===== src/rtl/dm_pkg.sv =====
// rtl/dm_pkg.sv - DMI op/resp enums, register addresses, dmcontrol/dmstatus layouts, FSM states
package dm_pkg;

  typedef enum logic [1:0] {
    DMI_NOP   = 2'd0,
    DMI_READ  = 2'd1,
    DMI_WRITE = 2'd2,
    DMI_RSVD  = 2'd3
  } dmi_op_e;

  typedef enum logic [1:0] {
    DMI_SUCCESS = 2'd0,
    DMI_FAILED  = 2'd2
  } dmi_resp_e;

  typedef enum logic [1:0] {
    ST_IDLE   = 2'd0,
    ST_ACCESS = 2'd1,
    ST_RESP   = 2'd2
  } dmi_state_e;

  localparam logic [6:0] ADDR_DATA0      = 7'h04;
  localparam logic [6:0] ADDR_DMCONTROL  = 7'h10;
  localparam logic [6:0] ADDR_DMSTATUS   = 7'h11;
  localparam logic [6:0] ADDR_HARTINFO   = 7'h12;
  localparam logic [6:0] ADDR_ABSTRACTCS = 7'h16;

  // dmcontrol write-side bit positions
  localparam int DMC_HALTREQ      = 31;
  localparam int DMC_RESUMEREQ    = 30;
  localparam int DMC_HARTRESET    = 29;
  localparam int DMC_ACKHAVERESET = 28;
  localparam int DMC_SETRESETHALT = 3;
  localparam int DMC_CLRRESETHALT = 2;
  localparam int DMC_NDMRESET     = 1;
  localparam int DMC_DMACTIVE     = 0;

  typedef struct packed {
    logic        haltreq;
    logic        resumereq;
    logic        hartreset;
    logic        ackhavereset;
    logic [23:0] zero;
    logic        setresethaltreq;
    logic        clrresethaltreq;
    logic        ndmreset;
    logic        dmactive;
  } dmcontrol_t;

  typedef struct packed {
    logic [11:0] zero_hi;
    logic        allhavereset;
    logic        anyhavereset;
    logic        allresumeack;
    logic        anyresumeack;
    logic [3:0]  zero_mid;
    logic        allrunning;
    logic        anyrunning;
    logic        allhalted;
    logic        anyhalted;
    logic        authenticated;
    logic [2:0]  zero_lo;
    logic [3:0]  version;
  } dmstatus_t;

endpackage


===== src/rtl/debug_module_if.sv =====
// rtl/debug_module_if.sv - DMI request/response channel between debug transport and DM
interface debug_module_if #(parameter int ABITS = 7);
  logic             dmi_req_valid;
  logic             dmi_req_ready;
  logic [ABITS-1:0] dmi_req_addr;
  logic [31:0]      dmi_req_data;
  logic [1:0]       dmi_req_op;
  logic             dmi_rsp_valid;
  logic             dmi_rsp_ready;
  logic [31:0]      dmi_rsp_data;
  logic [1:0]       dmi_rsp_resp;

  modport master (
    output dmi_req_valid, dmi_req_addr, dmi_req_data, dmi_req_op, dmi_rsp_ready,
    input  dmi_req_ready, dmi_rsp_valid, dmi_rsp_data, dmi_rsp_resp
  );

  modport slave (
    input  dmi_req_valid, dmi_req_addr, dmi_req_data, dmi_req_op, dmi_rsp_ready,
    output dmi_req_ready, dmi_rsp_valid, dmi_rsp_data, dmi_rsp_resp
  );
endinterface


===== src/rtl/dm_dmi_slave.sv =====
// rtl/dm_dmi_slave.sv - DMI request/response FSM with capture and response registers
module dm_dmi_slave
  import dm_pkg::*;
#(
  parameter int ABITS = 7
) (
  input  logic             clk,
  input  logic             rst_n,
  debug_module_if.slave    dmi,
  output logic             acc_wr,
  output logic [ABITS-1:0] acc_addr,
  output logic [31:0]      acc_wdata,
  input  logic [31:0]      rd_data
);

  dmi_state_e       state_q, state_d;
  logic [ABITS-1:0] addr_q;
  logic [31:0]      data_q;
  dmi_op_e          op_q;
  logic [31:0]      rsp_data_q;
  dmi_resp_e        rsp_resp_q;

  // State register, request capture in IDLE, response capture in ACCESS
  always_ff @(posedge clk) begin
    if (!rst_n) begin
      state_q    <= ST_IDLE;
      addr_q     <= '0;
      data_q     <= '0;
      op_q       <= DMI_NOP;
      rsp_data_q <= '0;
      rsp_resp_q <= DMI_SUCCESS;
    end else begin
      state_q <= state_d;
      if (state_q == ST_IDLE && dmi.dmi_req_valid) begin
        addr_q <= dmi.dmi_req_addr;
        data_q <= dmi.dmi_req_data;
        op_q   <= dmi_op_e'(dmi.dmi_req_op);
      end
      if (state_q == ST_ACCESS) begin
        rsp_data_q <= (op_q == DMI_READ) ? rd_data : 32'h0;
        rsp_resp_q <= (op_q == DMI_RSVD) ? DMI_FAILED : DMI_SUCCESS;
      end
    end
  end

  // Next-state and handshake outputs; ACCESS is the single register-access cycle
  always_comb begin
    state_d           = state_q;
    dmi.dmi_req_ready = 1'b0;
    dmi.dmi_rsp_valid = 1'b0;
    acc_wr            = 1'b0;
    case (state_q)
      ST_IDLE: begin
        dmi.dmi_req_ready = 1'b1;
        if (dmi.dmi_req_valid) state_d = ST_ACCESS;
      end
      ST_ACCESS: begin
        acc_wr  = (op_q == DMI_WRITE);
        state_d = ST_RESP;
      end
      ST_RESP: begin
        dmi.dmi_rsp_valid = 1'b1;
        if (dmi.dmi_rsp_ready) state_d = ST_IDLE;
      end
      default: state_d = ST_IDLE;
    endcase
  end

  assign dmi.dmi_rsp_data = rsp_data_q;
  assign dmi.dmi_rsp_resp = rsp_resp_q;
  assign acc_addr         = addr_q;
  assign acc_wdata        = data_q;

endmodule


===== src/rtl/debug_module.sv =====
// rtl/debug_module.sv - RISC-V debug module top (register file, run control); optional DM_HARTRESET_EN
module debug_module
  import dm_pkg::*;
#(
  parameter int         ABITS      = 7,
  parameter logic [3:0] DM_VERSION = 4'd2
) (
  input  logic          clk,
  input  logic          rst_n,
  debug_module_if.slave dmi,
  output logic          haltreq,
  output logic          resumereq,
  output logic          resethaltreq,
  output logic          ndmreset,
  output logic          hartreset,
  input  logic          hart_halted,
  input  logic          hart_resumeack,
  input  logic          hart_havereset
);

  logic             acc_wr;
  logic [ABITS-1:0] acc_addr;
  logic [31:0]      acc_wdata;
  logic [31:0]      rd_data;

  logic        dmactive_q, haltreq_q, ndmreset_q, resumereq_q;
  logic        resethalt_q, resumeack_q, havereset_q;
  logic [31:0] data0_q;
  logic        ctl_wr, data0_wr, deactivate, ndm_fall, hr_fall;
  dmcontrol_t  rd_ctl;
  dmstatus_t   rd_sts;

  dm_dmi_slave #(.ABITS(ABITS)) u_slave (
    .clk       (clk),
    .rst_n     (rst_n),
    .dmi       (dmi),
    .acc_wr    (acc_wr),
    .acc_addr  (acc_addr),
    .acc_wdata (acc_wdata),
    .rd_data   (rd_data)
  );

  assign ctl_wr     = acc_wr && (acc_addr == ABITS'(ADDR_DMCONTROL));
  assign data0_wr   = acc_wr && (acc_addr == ABITS'(ADDR_DATA0));
  assign deactivate = !dmactive_q || (ctl_wr && !acc_wdata[DMC_DMACTIVE]);
  assign ndm_fall   = ctl_wr && ndmreset_q && !acc_wdata[DMC_NDMRESET];

`ifdef DM_HARTRESET_EN
  logic hartreset_q;
  assign hr_fall = ctl_wr && hartreset_q && !acc_wdata[DMC_HARTRESET];

  // hartreset bit is a plain RW control while the DM is active
  always_ff @(posedge clk) begin
    if (!rst_n || deactivate) hartreset_q <= 1'b0;
    else if (ctl_wr)          hartreset_q <= acc_wdata[DMC_HARTRESET];
  end
  assign hartreset = hartreset_q;
`else
  assign hr_fall   = 1'b0;
  assign hartreset = 1'b0;
`endif

  // dmactive is the only state a write can change while the DM is inactive
  always_ff @(posedge clk) begin
    if (!rst_n)      dmactive_q <= 1'b0;
    else if (ctl_wr) dmactive_q <= acc_wdata[DMC_DMACTIVE];
  end

  // Register file and run-control flags, all held clear while inactive
  always_ff @(posedge clk) begin
    if (!rst_n || deactivate) begin
      data0_q     <= '0;
      haltreq_q   <= 1'b0;
      ndmreset_q  <= 1'b0;
      resumereq_q <= 1'b0;
      resumeack_q <= 1'b0;
      resethalt_q <= 1'b0;
      havereset_q <= 1'b0;
    end else begin
      if (data0_wr) data0_q <= acc_wdata;
      if (ctl_wr) begin
        haltreq_q  <= acc_wdata[DMC_HALTREQ];
        ndmreset_q <= acc_wdata[DMC_NDMRESET];
      end
      if (hart_resumeack) begin
        resumereq_q <= 1'b0;
        resumeack_q <= 1'b1;
      end
      // A resume written alongside a halt request is dropped
      if (ctl_wr && acc_wdata[DMC_RESUMEREQ] && !acc_wdata[DMC_HALTREQ]) begin
        resumereq_q <= 1'b1;
        resumeack_q <= 1'b0;
      end
      if (ctl_wr && acc_wdata[DMC_SETRESETHALT]) resethalt_q <= 1'b1;
      if (ctl_wr && acc_wdata[DMC_CLRRESETHALT]) resethalt_q <= 1'b0;
      // Set events are ordered after the acknowledge so they win on collision
      if (ctl_wr && acc_wdata[DMC_ACKHAVERESET]) havereset_q <= 1'b0;
      if (hart_havereset || ndm_fall || hr_fall) havereset_q <= 1'b1;
    end
  end

  // Read-data assembly for the addressed register
  always_comb begin
    rd_ctl           = '0;
    rd_ctl.haltreq   = haltreq_q;
    rd_ctl.hartreset = hartreset;
    rd_ctl.ndmreset  = ndmreset_q;
    rd_ctl.dmactive  = dmactive_q;

    rd_sts               = '0;
    rd_sts.version       = DM_VERSION;
    rd_sts.authenticated = 1'b1;
    rd_sts.anyhalted     = hart_halted;
    rd_sts.allhalted     = hart_halted;
    rd_sts.anyrunning    = !hart_halted;
    rd_sts.allrunning    = !hart_halted;
    rd_sts.anyresumeack  = resumeack_q;
    rd_sts.allresumeack  = resumeack_q;
    rd_sts.anyhavereset  = havereset_q;
    rd_sts.allhavereset  = havereset_q;

    rd_data = 32'h0;
    case (acc_addr)
      ABITS'(ADDR_DATA0):      rd_data = data0_q;
      ABITS'(ADDR_DMCONTROL):  rd_data = rd_ctl;
      ABITS'(ADDR_DMSTATUS):   rd_data = rd_sts;
      ABITS'(ADDR_HARTINFO):   rd_data = 32'h0;
      ABITS'(ADDR_ABSTRACTCS): rd_data = 32'h0000_0001;
      default:                 rd_data = 32'h0;
    endcase
  end

  assign haltreq      = haltreq_q;
  assign resumereq    = resumereq_q;
  assign resethaltreq = resethalt_q;
  assign ndmreset     = ndmreset_q;

endmodule


===== src/flat_wrapper.sv =====
// flat-port wrapper written by rule: the top's interface ports become plain ports
module debug_module_flat import dm_pkg::*;
#(
  parameter int         ABITS      = 7,
  parameter logic [3:0] DM_VERSION = 4'd2
)
  (clk, rst_n, haltreq, resumereq, resethaltreq, ndmreset, hartreset, hart_halted, hart_resumeack, hart_havereset, dmi_dmi_req_valid, dmi_dmi_req_addr, dmi_dmi_req_data, dmi_dmi_req_op, dmi_dmi_rsp_ready, dmi_dmi_req_ready, dmi_dmi_rsp_valid, dmi_dmi_rsp_data, dmi_dmi_rsp_resp);
  debug_module_if #(.ABITS(ABITS)) dmi_i ();
  input  logic clk;
  input  logic rst_n;
  output logic haltreq;
  output logic resumereq;
  output logic resethaltreq;
  output logic ndmreset;
  output logic hartreset;
  input  logic hart_halted;
  input  logic hart_resumeack;
  input  logic hart_havereset;
  input wire logic [$bits(dmi_i.dmi_req_valid)-1:0] dmi_dmi_req_valid;
  input wire logic [$bits(dmi_i.dmi_req_addr)-1:0] dmi_dmi_req_addr;
  input wire logic [$bits(dmi_i.dmi_req_data)-1:0] dmi_dmi_req_data;
  input wire logic [$bits(dmi_i.dmi_req_op)-1:0] dmi_dmi_req_op;
  input wire logic [$bits(dmi_i.dmi_rsp_ready)-1:0] dmi_dmi_rsp_ready;
  output wire logic [$bits(dmi_i.dmi_req_ready)-1:0] dmi_dmi_req_ready;
  output wire logic [$bits(dmi_i.dmi_rsp_valid)-1:0] dmi_dmi_rsp_valid;
  output wire logic [$bits(dmi_i.dmi_rsp_data)-1:0] dmi_dmi_rsp_data;
  output wire logic [$bits(dmi_i.dmi_rsp_resp)-1:0] dmi_dmi_rsp_resp;
  assign dmi_i.dmi_req_valid = dmi_dmi_req_valid;
  assign dmi_i.dmi_req_addr = dmi_dmi_req_addr;
  assign dmi_i.dmi_req_data = dmi_dmi_req_data;
  assign dmi_i.dmi_req_op = dmi_dmi_req_op;
  assign dmi_i.dmi_rsp_ready = dmi_dmi_rsp_ready;
  assign dmi_dmi_req_ready = dmi_i.dmi_req_ready;
  assign dmi_dmi_rsp_valid = dmi_i.dmi_rsp_valid;
  assign dmi_dmi_rsp_data = dmi_i.dmi_rsp_data;
  assign dmi_dmi_rsp_resp = dmi_i.dmi_rsp_resp;
  debug_module #(.ABITS(ABITS), .DM_VERSION(DM_VERSION)) u_core (.clk(clk), .rst_n(rst_n), .dmi(dmi_i), .haltreq(haltreq), .resumereq(resumereq), .resethaltreq(resethaltreq), .ndmreset(ndmreset), .hartreset(hartreset), .hart_halted(hart_halted), .hart_resumeack(hart_resumeack), .hart_havereset(hart_havereset));
endmodule

===== config.mk =====
export PLATFORM = sky130hd
export DESIGN_NAME = debug_module_flat
export DESIGN_NICKNAME = d
export VERILOG_FILES = /design/src/rtl/dm_pkg.sv /design/src/rtl/debug_module_if.sv /design/src/rtl/dm_dmi_slave.sv /design/src/rtl/debug_module.sv /design/src/flat_wrapper.sv
export SDC_FILE = /design/constraint.sdc
export NUM_CORES = 1
export LEC_CHECK = 0
export ABC_AREA = 1
export BUFFER_PORTS_ARGS = -buffer_cell sky130_fd_sc_hd__buf_2
export CAP_MARGIN = 20
export CELL_PAD_IN_SITES_DETAIL_PLACEMENT = 1
export CELL_PAD_IN_SITES_GLOBAL_PLACEMENT = 1
export CORE_MARGIN = 4
export CORE_UTILIZATION = 30
export DETAILED_ROUTE_END_ITERATION = 10
export GPL_ROUTABILITY_DRIVEN = 0
export PLACE_DENSITY_LB_ADDON = 0.2
export SYNTH_ARGS = -nofsm -noshare
export SYNTH_HDL_FRONTEND = slang
export SYNTH_SLANG_ARGS = --single-unit

===== constraint.sdc =====
create_clock -name clk -period 2 [get_ports clk]
set_input_delay 0.1 -clock clk [delete_from_list [all_inputs] [get_ports clk]]
set_output_delay 0.1 -clock clk [all_outputs]
set_load 0.1 [all_outputs]

# Word-level counts from Yosys, hierarchy flattened
# Index checks and enable logic that the tools add are counted.
# totals
ff_bits	116
latch_bits	0
ram_bits	0
romBits	0
input_bits	48
output_inout_bits	41
elab_cells	64
memories	0
# classes
add_sub_neg	0
multipliers	0
div	0
order_cmp	0
eq_ne	11
shifts	0
muxes	13
bitwise	0
n_reduce_logical	26
# op_table
cell	n
32-bit case mux with 4 select lines	1
32-bit two-way mux	1
7-bit by 5-bit == test with 1-bit output, second input constant	3
1-bit logical AND	11
7-bit by 3-bit == test with 1-bit output, second input constant	1
1-bit two-way mux	7
2-bit == test, second input constant	3
1-bit logical NOT	6
2-bit two-way mux	3
2-bit case mux with 3 select lines	1
2-bit by 1-bit == test with 1-bit output, second input constant	2
2-bit inequality test, second input constant	2
2-bit nonzero test	2
2-bit OR reduction	2
1-bit logical OR	3
2-bit logical NOT	1
2-bit AND reduction	1

# Logic depth before layout (Yosys ltp)
# depth
depth_word	7
mapped_depth	11
depth_no_buf	9

# By module
# Synthesis repeated with hierarchy kept, for this count alone.
# unflattened
cells_unflattened	841
area_unflattened_um2	5560.3
# by_module_without_submodules
module	instances	cells_each	area_each_um2	seq_area_each_um2
dm_dmi_slave	1	565	3593.4	1521.5
debug_module	1	276	1966.9	780.7

# Worst setup path before layout
# OpenSTA, ideal clock, no wires.
# synth_path
kind	register to register
from	reg u_core.u_slave.state_q[0]
to	reg u_core.u_slave.addr_q[0], in the netlist u_core.u_slave.acc_addr[0]
setup_time_ns	0.128
t_arrival_ns	2.494
path_slack_ns	-0.623
path_stages_with_launch	6
path_buffers	1
period_less_slack_ns	2.623
cell_sequence	dfxtp_1 nor2_1 nand2_1 clkbuf_1 o21ai_0 a21oi_1
# synth_between
elab_chain_len	2
# synth_lines
item	line_no	text
start: declaration	dm_dmi_slave.sv:16	dmi_state_e state_q, state_d;
start signal: assignment	dm_dmi_slave.sv:33	state_q <= state_d;
2-bit logical NOT	dm_dmi_slave.sv:34	if (state_q == ST_IDLE && dmi.dmi_req_valid) begin
1-bit logical AND	dm_dmi_slave.sv:34	
end signal: assignment	dm_dmi_slave.sv:35	addr_q <= dmi.dmi_req_addr;
end: declaration	dm_dmi_slave.sv:17	logic [ABITS-1:0] addr_q;
# Every way passes these cells.
# A chain may end at the register's enable or synchronous reset.

# Worst setup path in the final report
# layout_path
from	reg u_core.u_slave.state_q[1]
to	reg u_core.data0_q[5]
# layout_between
elab_chain_len	6
# layout_lines
item	line_no	text
2-bit by 1-bit == test with 1-bit output *	dm_dmi_slave.sv:52	case (state_q)
1-bit two-way mux *	dm_dmi_slave.sv:52	
1-bit logical AND	debug_module.sv:43	assign ctl_wr = acc_wr && (acc_addr == ABITS'(ADDR_DMCONTROL));
1-bit logical AND	debug_module.sv:45	assign deactivate = !dmactive_q || (ctl_wr && !acc_wdata[DMC_DMACTIVE]);
1-bit logical OR	debug_module.sv:45	
1-bit logical OR	debug_module.sv:71	if (!rst_n || deactivate) begin
end signal: assignment	debug_module.sv:80	if (data0_wr) data0_q <= acc_wdata;
end: declaration	debug_module.sv:28	logic [31:0] data0_q;
# Every way passes the cells marked *; elsewhere a longest branch is shown, timed or not.

==> summary.txt <==
Run status
  – Status: complete, no violations

Yosys
  – Mean Syn Cell Area: roughly 7.5 um2
  – Fraction of the yosys area taken by sequential cells: 51.3%
  – Count of synthesis-stage warnings from yosys: 0
  – Synth area leader: dfxtp_1
  – Synthesized-area fraction occupied by adder cells: 0%
  – Post-Synth Simple-Gate Area: 20.3%
  – Multiplexer area fraction after synthesis: 0%
  – Combinational family with the most area after synthesis: simple AND/OR/NAND/NOR gates
  – Synthesized-area fraction occupied by xor and xnor cells: 0%
  – Distinct cell type count of the synthesized netlist: 25
  – Top cells by area, synth: dfxtp_1, nand2_1, a21oi_1
  – #FFs+latches synth: about 120
  – Number of instances in the synthesized netlist: around 600
  – Cell area after synthesis: ~4500 um2
  – Fraction of post-synthesis cell area in the top cell type by area: 51.3%
  – Complex-gate fraction of the synthesized area: 17.5%

Final layout
  – Combined area of the multi-input logic cells: 1720 um2
  – # nets final: between 700 and 800
  – Most common cell after layout, fill and taps aside: dfxtp_1
  – Area of all placed cells without fillers: 5970 um2
  – Antenna diode instance count: 0
  – Seq. cell area: 2300 um2
  – Final core occ: 40.9%
  – Growth of design area from synthesis to finish: 33.2%
  – Fillcell total: 1785
  – Share of cells above drive strength 1: roughly a fifth
  – Most used cells in the layout excluding fill and tap cells: dfxtp_1, nand2_1, buf_2

Clock tree
  – Post-CTS clock slew at the launch and capture registers of the worst setup and hold paths: 0.05 ns
  – Longest Clk Path Bufs: 2
  – TritonCTS sink count: 115
  – Cell at the root of the clock tree: clkbuf_16
  – Resized Gates After CTS: 0
  – Total clock buffers created by CTS: 17
  – TritonCTS clock tree: yes
  – CTS H-tree lvls: 4
  – Clock latency of the later-clocked register in the worst-skew pair: 0.41 ns

Die
  – Chip width: 130 um
  – Die outline area: 17000 um2
  – Placement Rows: between 40 and 50
  – Ports: 89
  – Starting density of the core: between 30% and 40%
  – Die height: 130 um
  – Core ar.: 14600 um2

Routing
  – DRC violation count after routing: 0
  – Number of vias after detailed routing: about 4200
  – Count of routing violations after the opening detailed-route iteration: 114
  – Routed WL per cell: ~14 um
  – Post-detailed-route via-to-cell ratio: 4.64
  – Wirelength, routed: around 13000 um
  – Pre-antenna DRT Iters: 4
  – Count of antenna-violating nets left after detailed routing: 0

GRT
  – Tot GR Track Use: 16.5%
  – GRT Residual Overflow: 0
  – Number of antenna violations at the first check in global routing: 0
  – Global-route wire length before repair: 21600 um
  – Largest net degree at the start of global routing: 65
  – Number of global-route vias before repair: about 4400

Power and ir drop
  – Pwr dens: 960 nW/um2
  – Static leakage: 2.38 nW
  – VDD IR max: 0.422 mV

Placement
  – Placement Cell Area: 5110 um2
  – I/O Buffers: 86
  – Sum of net half-perimeters after detailed placement: 9140 um

Worst setup path
  – Critical path class: flip-flop to flip-flop
  – Worst path slowest cell: buf_4
  – Arrival time reported for the critical path endpoint: 2.08 ns
  – Slack of the worst reg-to-reg path: 0.24 ns
  – Worst reg2reg path depth: 9
  – Critical path's top delay family: buffers and inverters
  – Largest stage delay on the critical path: 0.50 ns
  – Startpoint of the worst register-to-register path: u_core.u_slave.state_q[1]
  – Critical Path Source Type: flip-flop
  – Data required time at the worst endpoint: 2.33 ns
  – CP Cell Sequence: inv_1 -> nand2_2 -> nor2_4 -> nand3_4 -> buf_4 -> nand2_1 -> o21ai_0 -> inv_1 -> nor2_1
  – Type of element capturing the critical path: flip-flop
  – Largest fanout on the critical path: between 60 and 70
  – Library cell appearing most often on the critical path: inv_1
  – FF-to-FF End: u_core.data0_q[5]
  – Crit path buf inv count: 3

STA
  – Setup repair after global routing missed its margin: false
  – Sum Neg Setup Slack: 0 ns
  – Clock Skew: 0.00719 ns
  – Final hold vios: 0
  – Highest attainable clock frequency: 568 MHz
  – Slew HR: approximately three fifths
  – Number of pins exceeding their max-slew limit in the final report: 0
  – Worst-Margin Slew: 0.620 ns
  – Final setup viols: 0
  – Clock period minus final worst setup slack: 1.76 ns
  – Fin crit share: about 88%

Worst hold path
  – Terminating pin of the worst hold path: u_core.u_slave.acc_wdata[29]
  – Cell depth of the worst min-delay path: 3
  – Startpoint of the worst hold path: dmi_dmi_req_data[29]
  – Path category of the worst min-delay check: primary input to flip-flop

Flow run
  – Max-cap violations: 0
[report_power, final]
group / total, mW / internal [mW] / switching [mW] / leakage (nW)
Sequential: 2.41 / 2.37 / 0.0347 / 0.936
Clock: 2.86 / 1.87 / 0.987 / 0.274
Combinational: 0.467 / 0.167 / 0.300 / 1.17
Total: 5.73 / 4.41 / 1.32 / 2.38
[registers in the layout, summed over array words and instances (netlist names)]
name	count
u_core.ndmreset	1
u_core.dmactive_q	1
u_core.u_slave.op_q	2
u_core.resumeack_q	1
u_core.u_slave.acc_addr	7
u_core.resumereq	1
u_core.haltreq	1
u_core.u_slave.dmi.dmi_rsp_data	32
u_core.u_slave.dmi.dmi_rsp_resp	1
u_core.u_slave.acc_wdata	32
u_core.havereset_q	1
u_core.u_slave.state_q	2
u_core.data0_q	32
u_core.resethaltreq	1
[worst max-delay path by stage]
stage / startpoint / end / slack [ns] / depth (start not counted)
after detailed placement: u_core.u_slave.acc_addr[1] / u_core.data0_q[24] / 0.23 / 9
after floorplan: u_core.u_slave.state_q[1] / u_core.u_slave.state_q[1] / -0.03 / 4
final: u_core.u_slave.state_q[1] / u_core.data0_q[5] / 0.24 / 9
after global routing: u_core.u_slave.acc_addr[1] / u_core.data0_q[25] / 0.07 / 9
after global placement: u_core.u_slave.acc_addr[1] / u_core.resethaltreq / 0.34 / 9
after CTS: u_core.u_slave.acc_addr[1] / u_core.havereset_q / 0.21 / 9
[worst reg2reg max path, cell delays in order (launching register included)]
cell,delay (ns)
dfxtp_1,0.37
inv_1,0.08
nand2_2,0.13
nor2_4,0.09
nand3_4,0.06
buf_4,0.50
nand2_1,0.15
o21ai_0,0.11
inv_1,0.07
nor2_1,0.12
[repair_timing]
| item | 4_1_cts | 5_1_grt |
|---|---|---|
| hold buffers | 31 | 0 |
| setup buffers | 0 | 0 |
| endpoints found under the hold margin | 31 | 0 |
[metal layers]
metal,routed length [um],global-route usage (%),vias up
met3,549,4.38,14
met5,0,0,-
met4,198,5.68,0
met2,6720,29.3,72
met1,5520,19.2,2003
li1,-,-,2125
[area by class of cell]
| class | instances | share of cell area [%] |
|---|---|---|
| flip-flops and latches | 115 | 38.5 |
| multi-input cells | 367 | 28.7 |
| repair buffers | 130 | 14.5 |
| clock buffers | 24 | 7.90 |
| inverters | 82 | 5.19 |
| well taps | 184 | 3.85 |
| clock inverters | 6 | 1.34 |
[synth_stat cells]
library cell,count
clkbuf_1,25
nand2_2,5
o21ai_1,11
and2_4,1
inv_1,77
nand3_4,2
dfxtp_1,115
clkinv_1,1
buf_4,4
buf_2,4
o21bai_1,2
nand2_4,1
a21oi_1,74
o21ai_0,69
nor2_2,1
inv_4,1
nand2_1,108
conb_1,1
nor3_1,1
nand3_1,35
buf_8,2
nor2_1,51
inv_2,3
nand4_1,1
nor2_4,3
[per-stage QoR]
stage	setup WS, ns	instances	power, mW	hold WS (ns)
after detailed placement	0.229	847	2.88	0.364
after global routing	0.0709	908	5.99	0.00414
after CTS	0.215	908	5.81	0.00107
after global placement	0.341	847	2.87	0.356
after floorplan	-0.0331	599	2.72	0.238
final	0.240	908	5.73	0.00689
[kinds of logic after synthesis]
logic type             count (synthesis)
and+or+nand+nor                      209
other                                  1
AOI/OAI and AO/OA                    156
DFF                                  115
buffers and inverters                117
Power figures use the tool's default switching activity.
